`src/rtl/stream_arb_pkg.sv`:
```
// Shared types and helpers for the round-robin stream arbiter.
// Holds the index-width helper and the two-state arbitration enum.
package stream_arb_pkg;

    // Ceiling log2, floored at 1 so single-bit indices stay legal.
    function automatic int clog2(input int n);
        int r;
        r = 0;
        for (int i = 0; i < 32; i++) begin
            if ((1 << r) < n) r++;
        end
        return (r < 1) ? 1 : r;
    endfunction

    typedef enum logic {
        IDLE   = 1'b0,
        LOCKED = 1'b1
    } st_t;

endpackage

```
`src/rtl/rr_pick.sv`:
```
// Rotating priority encoder: finds the first set request at or after base,
// wrapping modulo num_in. Purely combinational.
module rr_pick
    import stream_arb_pkg::*;
#(
    parameter int num_in = 4
) (
    input  logic [num_in-1:0]         req,
    input  logic [clog2(num_in)-1:0]  base,
    output logic                      found,
    output logic [clog2(num_in)-1:0]  idx
);

    localparam int IW = clog2(num_in);

    logic [IW:0] pos;

    // Walk from the farthest offset down so the nearest requester wins last.
    always_comb begin
        found = 1'b0;
        idx   = '0;
        pos   = '0;
        for (int i = num_in - 1; i >= 0; i--) begin
            pos = {1'b0, base} + (IW+1)'(i);
            if (pos >= (IW+1)'(num_in)) pos = pos - (IW+1)'(num_in);
            if (req[pos[IW-1:0]]) begin
                found = 1'b1;
                idx   = pos[IW-1:0];
            end
        end
    end

endmodule

```
`src/rtl/stream_rr_arbiter.sv`:
```
// Round-robin merge of num_in bypass-FIFO streams into one output FIFO,
// zero-latency data path with optional burst locking per grant.
//
// state  | meaning
// IDLE   | no lock; candidate is first requester from ptr, rotating
// LOCKED | owner holds the grant until burst words, dry source, or reset
module stream_rr_arbiter
    import stream_arb_pkg::*;
#(
    parameter int width  = 8,
    parameter int num_in = 4,
    parameter int burst  = 4
) (
    input  logic                        clk,
    input  logic                        reset,
    input  logic [num_in-1:0]           in_empty_n,
    input  logic [num_in*width-1:0]     in_data,
    output logic [num_in-1:0]           in_deq,
    input  logic                        out_full_n,
    output logic                        out_enq,
    output logic [width-1:0]            out_data,
    output logic [clog2(num_in)-1:0]    out_src
);

    localparam int IW = clog2(num_in);
    localparam int CW = clog2(burst + 1);
    localparam logic [CW-1:0] BURST_C = CW'(burst);

    st_t           st_q, st_d;
    logic [IW-1:0] owner_q, owner_d;
    logic [IW-1:0] ptr_q, ptr_d;
    logic [CW-1:0] cnt_q, cnt_d;

    logic          pick_found;
    logic [IW-1:0] pick_idx;
    logic          cand_found;
    logic [IW-1:0] cand;
    logic          xfer;

    function automatic logic [IW-1:0] wrap_inc(input logic [IW-1:0] v);
        return (v == IW'(num_in - 1)) ? '0 : v + IW'(1);
    endfunction

    rr_pick #(
        .num_in (num_in)
    ) u_pick (
        .req   (in_empty_n),
        .base  (ptr_q),
        .found (pick_found),
        .idx   (pick_idx)
    );

    always_comb begin
        if (st_q == LOCKED) begin
            cand_found = in_empty_n[owner_q];
            cand       = owner_q;
        end else begin
            cand_found = pick_found;
            cand       = pick_idx;
        end
    end

    assign xfer    = cand_found & out_full_n & ~reset;
    assign out_enq = xfer;
    assign out_src = cand_found ? cand : '0;

    // Data and src follow the candidate even while stalled, so the head word is visible.
    always_comb begin
        out_data = '0;
        in_deq   = '0;
        for (int k = 0; k < num_in; k++) begin
            if (cand_found && (cand == IW'(k))) out_data = in_data[k*width +: width];
            if (xfer && (cand == IW'(k)))       in_deq[k] = 1'b1;
        end
    end

    always_comb begin
        st_d    = st_q;
        owner_d = owner_q;
        ptr_d   = ptr_q;
        cnt_d   = cnt_q;
        if (st_q == IDLE) begin
            if (xfer) begin
                if (burst == 1) begin
                    ptr_d = wrap_inc(cand);
                end else begin
                    st_d    = LOCKED;
                    owner_d = cand;
                    cnt_d   = CW'(1);
                end
            end
        end else begin
            // A dry owner forfeits its lock; an output stall consumes no credit.
            if (!in_empty_n[owner_q]) begin
                st_d  = IDLE;
                ptr_d = wrap_inc(owner_q);
                cnt_d = '0;
            end else if (xfer) begin
                if ((cnt_q + CW'(1)) == BURST_C) begin
                    st_d  = IDLE;
                    ptr_d = wrap_inc(owner_q);
                    cnt_d = '0;
                end else begin
                    cnt_d = cnt_q + CW'(1);
                end
            end
        end
    end

    always_ff @(posedge clk) begin
        if (reset) begin
            st_q    <= IDLE;
            owner_q <= '0;
            ptr_q   <= '0;
            cnt_q   <= '0;
        end else begin
            st_q    <= st_d;
            owner_q <= owner_d;
            ptr_q   <= ptr_d;
            cnt_q   <= cnt_d;
        end
    end

endmodule

```
`config.mk`:
```
export PLATFORM = sky130hd
export DESIGN_NAME = stream_rr_arbiter
export DESIGN_NICKNAME = d
export VERILOG_FILES = /design/src/rtl/stream_arb_pkg.sv /design/src/rtl/rr_pick.sv /design/src/rtl/stream_rr_arbiter.sv
export SDC_FILE = /design/constraint.sdc
export NUM_CORES = 1
export LEC_CHECK = 0
export BUFFER_PORTS_ARGS = -buffer_cell sky130_fd_sc_hd__buf_2
export CAP_MARGIN = 20
export CORE_MARGIN = 1.5
export CORE_UTILIZATION = 30
export CTS_CLUSTER_SIZE = 10
export DETAILED_ROUTE_END_ITERATION = 10
export PLACE_DENSITY = 0.69
export SYNTH_ARGS = -nofsm -noshare
export SYNTH_HDL_FRONTEND = slang
export SYNTH_SLANG_ARGS = --single-unit
```
`constraint.sdc`:
```
create_clock -name clk -period 2.2 [get_ports clk]
set_input_delay 0.44 -clock clk [delete_from_list [all_inputs] [get_ports clk]]
set_output_delay 0.44 -clock clk [all_outputs]
set_load 0.02 [all_outputs]
```
==> summary.txt, run 1 <==
Yosys
  – Synth top area cells: mux2i_1, dfxtp_1, o22ai_1
  – Mapped Cells: about 110
  – Synth Register Bits: 8
  – Sequential area share after synthesis: 18.2%
  – Commonest cells in the netlist: mux2i_1, dfxtp_1, nor2_1, o22ai_1, a21oi_1
  – Most common cell in the netlist: mux2i_1
  – Area share of the largest cell type after synthesis: 21.6%
  – Primary FF master, synth: dfxtp_1
  – Mean post-synth cell area: between 8 and 9 um^2
  – Post-Syn Nets: 150
  – Synth area leader: mux2i_1
  – Yosys warning count: 0
  – EDFF count, synth: 0
  – Synthesized cell area: about 880 um^2
  – Count of cell types in the netlist: 40
  – Asr flop ratio synth: 0%

Detailed routing
  – Via count: roughly 1100
  – Via density: about 5.3
  – DRC violations left: 0
  – Post-route ant nets: 0
  – Wire per inst: 14.3 um
  – Post-Route WL: 2.98 mm
  – Detailed Route Iter0 Violations: 23
  – DRT Pass-1 Iters: 4

Power
  – PwrDens: about 450 nW/um^2
  – Sw Ratio: between 30% and 40%
  – Clk network pwr share: 16.4%
  – Worst VDD drop: 0.326 mV
  – Cell leakage power: 0.705 nW
  – Sequential share of power: a little under a quarter
  – Combinational share of power: between 60% and 70%
  – Total power draw: roughly 0.0007 W
  – P_int: ~0.00042 W
  – Switching Power: 0.000261 W

STA
  – Final Cycle Share: 104%
  – Actual slew at the worst max-slew pin: about 360 ps
  – Final Setup Violations: 13
  – Clock Skew: 7.55 ps
  – Final Max Slew Viols: 0
  – Tmin final: approximately 2300 ps
  – Post-layout worst setup margin: -95.0 ps
  – Worst slew margin: around three quarters
  – RSZ-0062 raised after global routing: true
  – Final hold vios: 0
  – Peak Freq: approximately 440 MHz

Final layout
  – Layout Area Growth over Synthesis: 72.4%
  – FF+latch area: ~170 um^2
  – Nets: around 220
  – Multi-input gate area: about 760 um^2
  – Number of diodes: 0
  – Filler cells: 259
  – Layout cells sized above 1: between 50% and 60%

Die
  – Starting density of the core: 31.7%
  – Die width: ~57 um
  – DIE AREA: 3270 um^2
  – Chip height: 57.2 um
  – Num rows: 19
  – Core area: about 2800 um^2
  – Ports: 54

Run status
  – Failing checks: setup timing
  – Outcome: finished with violations

Critical path
  – Worst EP required: ~1800 ps
  – CP startpoint kind: flip-flop
  – Crit-path max FO: 9
  – CP endpoint kind: primary output
  – Worst Path Class, Setup: flip-flop to primary output
  – Data arrival time of the critical path: 1850 ps

CTS
  – CTS H-tree lvls: 1
  – CTS tree: built
  – Clock Tree Buf Depth: 2
  – Clk Latency, worst-skew pair: approximately 260 ps
  – Num CTS Buffers: 3
  – CTS Sinks: 8
  – Clock transition at the registers of the reported paths: about 50 ps
  – Root Buffer: clkbuf_4
  – CTS hold repair buffers: 0

Placed design
  – I/O Buffers: 53
  – Placer Congestion: a little over 0.8
  – DP HPWL: about 2.2 mm
  – Setup WS pre-CTS: -183 ps

Min path
  – Worst min-delay path class: input pin to flip-flop

GRT
  – Total gr overflow: 0
  – Antenna violations before repair: 0
  – First-pass GRT wire length: approximately 4.6 mm
  – Largest net degree at the start of global routing: 10
  – Gr usage total: 17.7%
  – Vias in the first global route: about 1100

Run
  – Max_cap viols: 0
-- worst max-delay path: stages (launching register included) --
cell	delay, ps
dfxtp_4	360
a21o_1	160
a21boi_2	160
o221a_4	270
buf_12	150
mux2i_2	210
o22ai_1	110
buf_2	170
-- cell families after synthesis --
logic type / after synthesis / synth area share [%]
AO/OA/AOI/OAI: 35 / 28.8
XOR/XNOR: 1 / 0.994
adder cells (fa/ha/maj): 3 / 4.26
buffers and inverters: 10 / 5.40
flip-flops: 8 / 18.2
multiplexers: 20 / 24.1
AND/OR/NAND/NOR: 31 / 18.2
-- state kept, by name (all words and copies together), names as in the netlist --
name     count
cnt_q        3
owner_q      2
ptr_q        2
st_q         1
-- through the flow --
stage / utilization, % / instance area (um^2) / hold slack [ps] / instances / setup TNS, ps
after floorplan: - / 886 / 455 / 108 / 0
after global placement: 45.6 / 1270 / 479 / 199 / -1370
after detailed placement: 45.6 / 1270 / 503 / 199 / -1750
after CTS: 50.9 / 1420 / 456 / 207 / -726
after global routing: 54.6 / 1520 / 471 / 209 / -1590
final: 54.6 / 1520 / 467 / 209 / -700
-- layout make-up --
class,count,share of cell area [%]
well taps,31,2.55
flip-flops and latches,8,11.1
repair buffers,73,33.9
inverters,4,0.988
clock buffers,3,1.48
multi-input cells,90,49.9
-- per-layer routing --
| metal | up-vias | track usage [%] | part of all wire, % |
|---|---|---|---|
| li1 | 552 | - | - |
| met1 | 530 | 19.1 | 37 |
| met2 | 24 | 33.2 | 56 |
| met3 | 9 | 4.76 | 3.9 |
| met4 | 0 | 5.65 | 2.3 |
| met5 | - | 0 | 0 |
-- path summary, 6_finish.rpt --
kind | start | to | slack (ps) | depth (start not counted)
max | ptr_q[1] | out_data[0] | -90 | 7
max reg2reg | owner_q[0] | ptr_q[0] | 310 | 6
min reg2reg | cnt_q[0] | cnt_q[0] | 520 | 2
min | reset | cnt_q[2] | 470 | 2
-- power by group through the flow --
stage                     Sequential [W]  Clock (W)  Combinational, W
after floorplan                 0.000160          0          0.000200
after global placement          0.000162          0          0.000317
after detailed placement        0.000162          0          0.000325
after CTS                       0.000160   0.000118          0.000370
after global routing            0.000160   0.000124          0.000438
final                           0.000160   0.000112          0.000410
-- cells in the final DEF, fill, tap and decap left out, drive strengths merged, types with 3 or more instances in the layout --
master  instances
nor2            8
buf            73
mux2i          19
nand2           6
nor3            4
o21ai           3
a21o            3
inv             4
dfxtp           8
a21oi           9
clkbuf          3
ha              3
o22ai           8
-- what timing repair did --
action | CTS | global route
resized for setup | 24 | 24
pin swaps | 4 | 9
setup endpoints to repair | 15 | 15
setup buffers | 4 | 1
gates cloned | 1 | 1
No activity file was read; power rests on OpenSTA's default activity.
==> run 2: changes to the inputs <==
==> constraint.sdc (replaced) <==
create_clock -name clk -period 2.7 [get_ports clk]
set_input_delay 0.54 -clock clk [delete_from_list [all_inputs] [get_ports clk]]
set_output_delay 0.54 -clock clk [all_outputs]
set_load 0.02 [all_outputs]
==> summary.txt, run 2 (same netlist as run 1, synthesis figures left out) <==
CTS
  – Root Buffer: clkbuf_4
  – CTS hold repair buffers: 0 (unchanged)
  – CTS H-tree lvls: 1 (unchanged)
  – Clock transition at the registers of the reported paths: 50 ps (about the same)
  – Num CTS Buffers: 3 (unchanged)
  – Clock Tree Buf Depth: 2 (unchanged)
  – CTS tree: built
  – CTS Sinks: 8 (unchanged)
  – Clk Latency, worst-skew pair: 250 ps (about the same)

GRT
  – First-pass GRT wire length: 3.99 mm (-12%)
  – Gr usage total: 15.1% (-2.6 points)
  – Vias in the first global route: 931 (-13%)
  – Total gr overflow: 0 (unchanged)
  – Antenna violations before repair: 0 (unchanged)
  – Largest net degree at the start of global routing: 21 (+11)

Critical path
  – CP startpoint: in_empty_n[2]
  – CP startpoint kind: input pin
  – Buf/Inv on CP: 2 (unchanged)
  – Worst Path Class, Setup: input pin to primary output
  – R2R Path Start: owner_q[0]
  – CP endpoint kind: primary output
  – Data arrival time of the critical path: 2070 ps (+220 ps)
  – Worst EP required: 2160 ps (+400 ps)
  – Most frequent CP cell: buf_2
  – Crit-path max FO: 6 (-3)
  – Critical-path cell list: buf_2, or3b_2, o221ai_1, nor2_1, a21o_2, nor3_1, buf_2
  – CP peak stage delay: 450 ps (+90 ps)
  – Slowest cell on the critical path: or3b_2
  – CP delay by family, top: simple AND/OR/NAND/NOR gates

STA
  – Final Cycle Share: 96.8%
  – Actual slew at the worst max-slew pin: 525 ps (+163 ps)
  – Tmin final: around 2600 ps
  – Worst slew margin: 65.0% (-11 points)
  – Final Max Slew Viols: 0 (unchanged)
  – Peak Freq: ~380 MHz
  – Clock Skew: 2.72 ps (-4.83 ps)
  – Hold slack: 497 ps (+30.1 ps)
  – Final hold vios: 0 (unchanged)
  – Final Setup Violations: 0 (-13)

Run
  – Max_cap viols: 0 (unchanged)

Run status
  – Outcome: completed

Min path
  – Hold_sp: cnt_q[0]
  – Worst min-delay path class: flip-flop to flip-flop

Detailed routing
  – Wire per inst: 13.3 um (-7.0%)
  – DRC violations left: 0 (unchanged)
  – Via density: 5.44 (+2.0%)
  – DRT Pass-1 Iters: 4 (unchanged)
  – Via count: 1045 (-6.3%)
  – Post-route ant nets: 0 (unchanged)
  – Detailed Route Iter0 Violations: 32 (+39%)
  – Post-Route WL: 2.55 mm (-15%)

Die
  – Num rows: 19 (unchanged)
  – Starting density of the core: 31.7% (unchanged)
  – Core area: 2780 um^2 (unchanged)
  – Die width: 57.2 um (unchanged)
  – Ports: 54 (unchanged)
  – Chip height: 57.2 um (unchanged)
  – DIE AREA: 3270 um^2 (unchanged)

Placed design
  – Placer Congestion: 0.871 (+7.9%)
  – Placed cell areas: 1190 um^2 (-6.3%)
  – I/O Buffers: 53 (unchanged)
  – DP HPWL: 2.10 mm (-4.5%)

Final layout
  – Post-layout util: 44.0% (-11 points)
  – Most frequent cells in the layout: buf_2, mux2i_1, nor2_1, o22ai_1, dfxtp_1
  – Filler cells: 279 (+7.7%)
  – Layout cells sized above 1: 43.5% (-14 points)
  – Cell area after layout: 1220 um^2 (-19%)
  – Top flop regs: cnt_q (3), owner_q (2), ptr_q (2)
  – Most common cell after layout, fill and taps aside: buf_2
  – Max reg flops: 3 (unchanged)
  – Number of diodes: 0 (unchanged)
  – Multi-input gate area: 688 um^2 (-9.2%)
  – Nets: 205 (-7.7%)
  – FF+latch area: 160 um^2 (-5.2%)
  – Reg with most FFs: cnt_q
  – Layout Area Growth over Synthesis: 39.1%

Power
  – Cell leakage power: 0.583 nW (-17%)
  – PwrDens: 384 nW/um^2 (-14%)
  – Total power draw: 0.000471 W (-31%)
  – Worst VDD drop: 0.225 mV (-31%)
[run 2: cell count changes in the layout (fill, tap and decap cells not counted), sizes merged]
cell and change:
buf -17
[run 2: worst paths after layout]
check / cells past startpoint / slack, ps / end
min reg2reg: 2 / 500 / cnt_q[0]
min: 2 / 500 / cnt_q[0]
max: 7 / 90 / in_deq[0]
max reg2reg: 5 / 920 / ptr_q[0]
[run 2: final cells by class]
| cell class | instances | area share, % |
|---|---|---|
| repair buffers | 56 | 24.5 |
| well taps | 31 | 3.17 |
| clock buffers | 3 | 1.84 |
| flip-flops and latches | 8 | 13.1 |
| inverters | 4 | 1.23 |
| multi-input cells | 90 | 56.2 |
[run 2: power breakdown]
group | internal, W | total, W | switching, W
Clock | 0.0000508 | 0.0000904 | 0.0000396
Sequential | 0.000124 | 0.000132 | 0.00000784
Combinational | 0.000109 | 0.000249 | 0.000140
Total | 0.000284 | 0.000471 | 0.000187
[run 2: repair_timing]
| action | CTS | global route |
|---|---|---|
| endpoints found under the setup margin | 0 | 8 |
| buffers inserted | 0 | 0 |
| gates resized for setup | 0 | 3 |
[run 2: worst register-to-register path: cells and delay by family (launching register included)]
kind                   cells  cell delay [ps]
multiplexers               1              530
AO/OA/AOI/OAI              2              330
flip-flops                 1              360
buffers and inverters      1              180
AND/OR/NAND/NOR            1              320
[run 2: metrics by stage]
step           setup TNS [ps]  std cells  setup WS [ps]
6_report                    0        192           86.4
5_1_grt                 -15.9        192          -15.9
4_1_cts                     0        192           50.9
3_5_place_dp                0        189           53.0
3_3_place_gp                0        189           83.2
2_1_floorplan               0        108            297
[run 2: metal layers]
| layer | vias up | share of wire, % | GRT usage [%] |
|---|---|---|---|
| li1 | 519 | - | - |
| met1 | 504 | 44 | 19.8 |
| met2 | 20 | 52 | 24.5 |
| met3 | 2 | 3.0 | 3.85 |
| met4 | 0 | 0.55 | 4.65 |
| met5 | - | 0 | 0 |
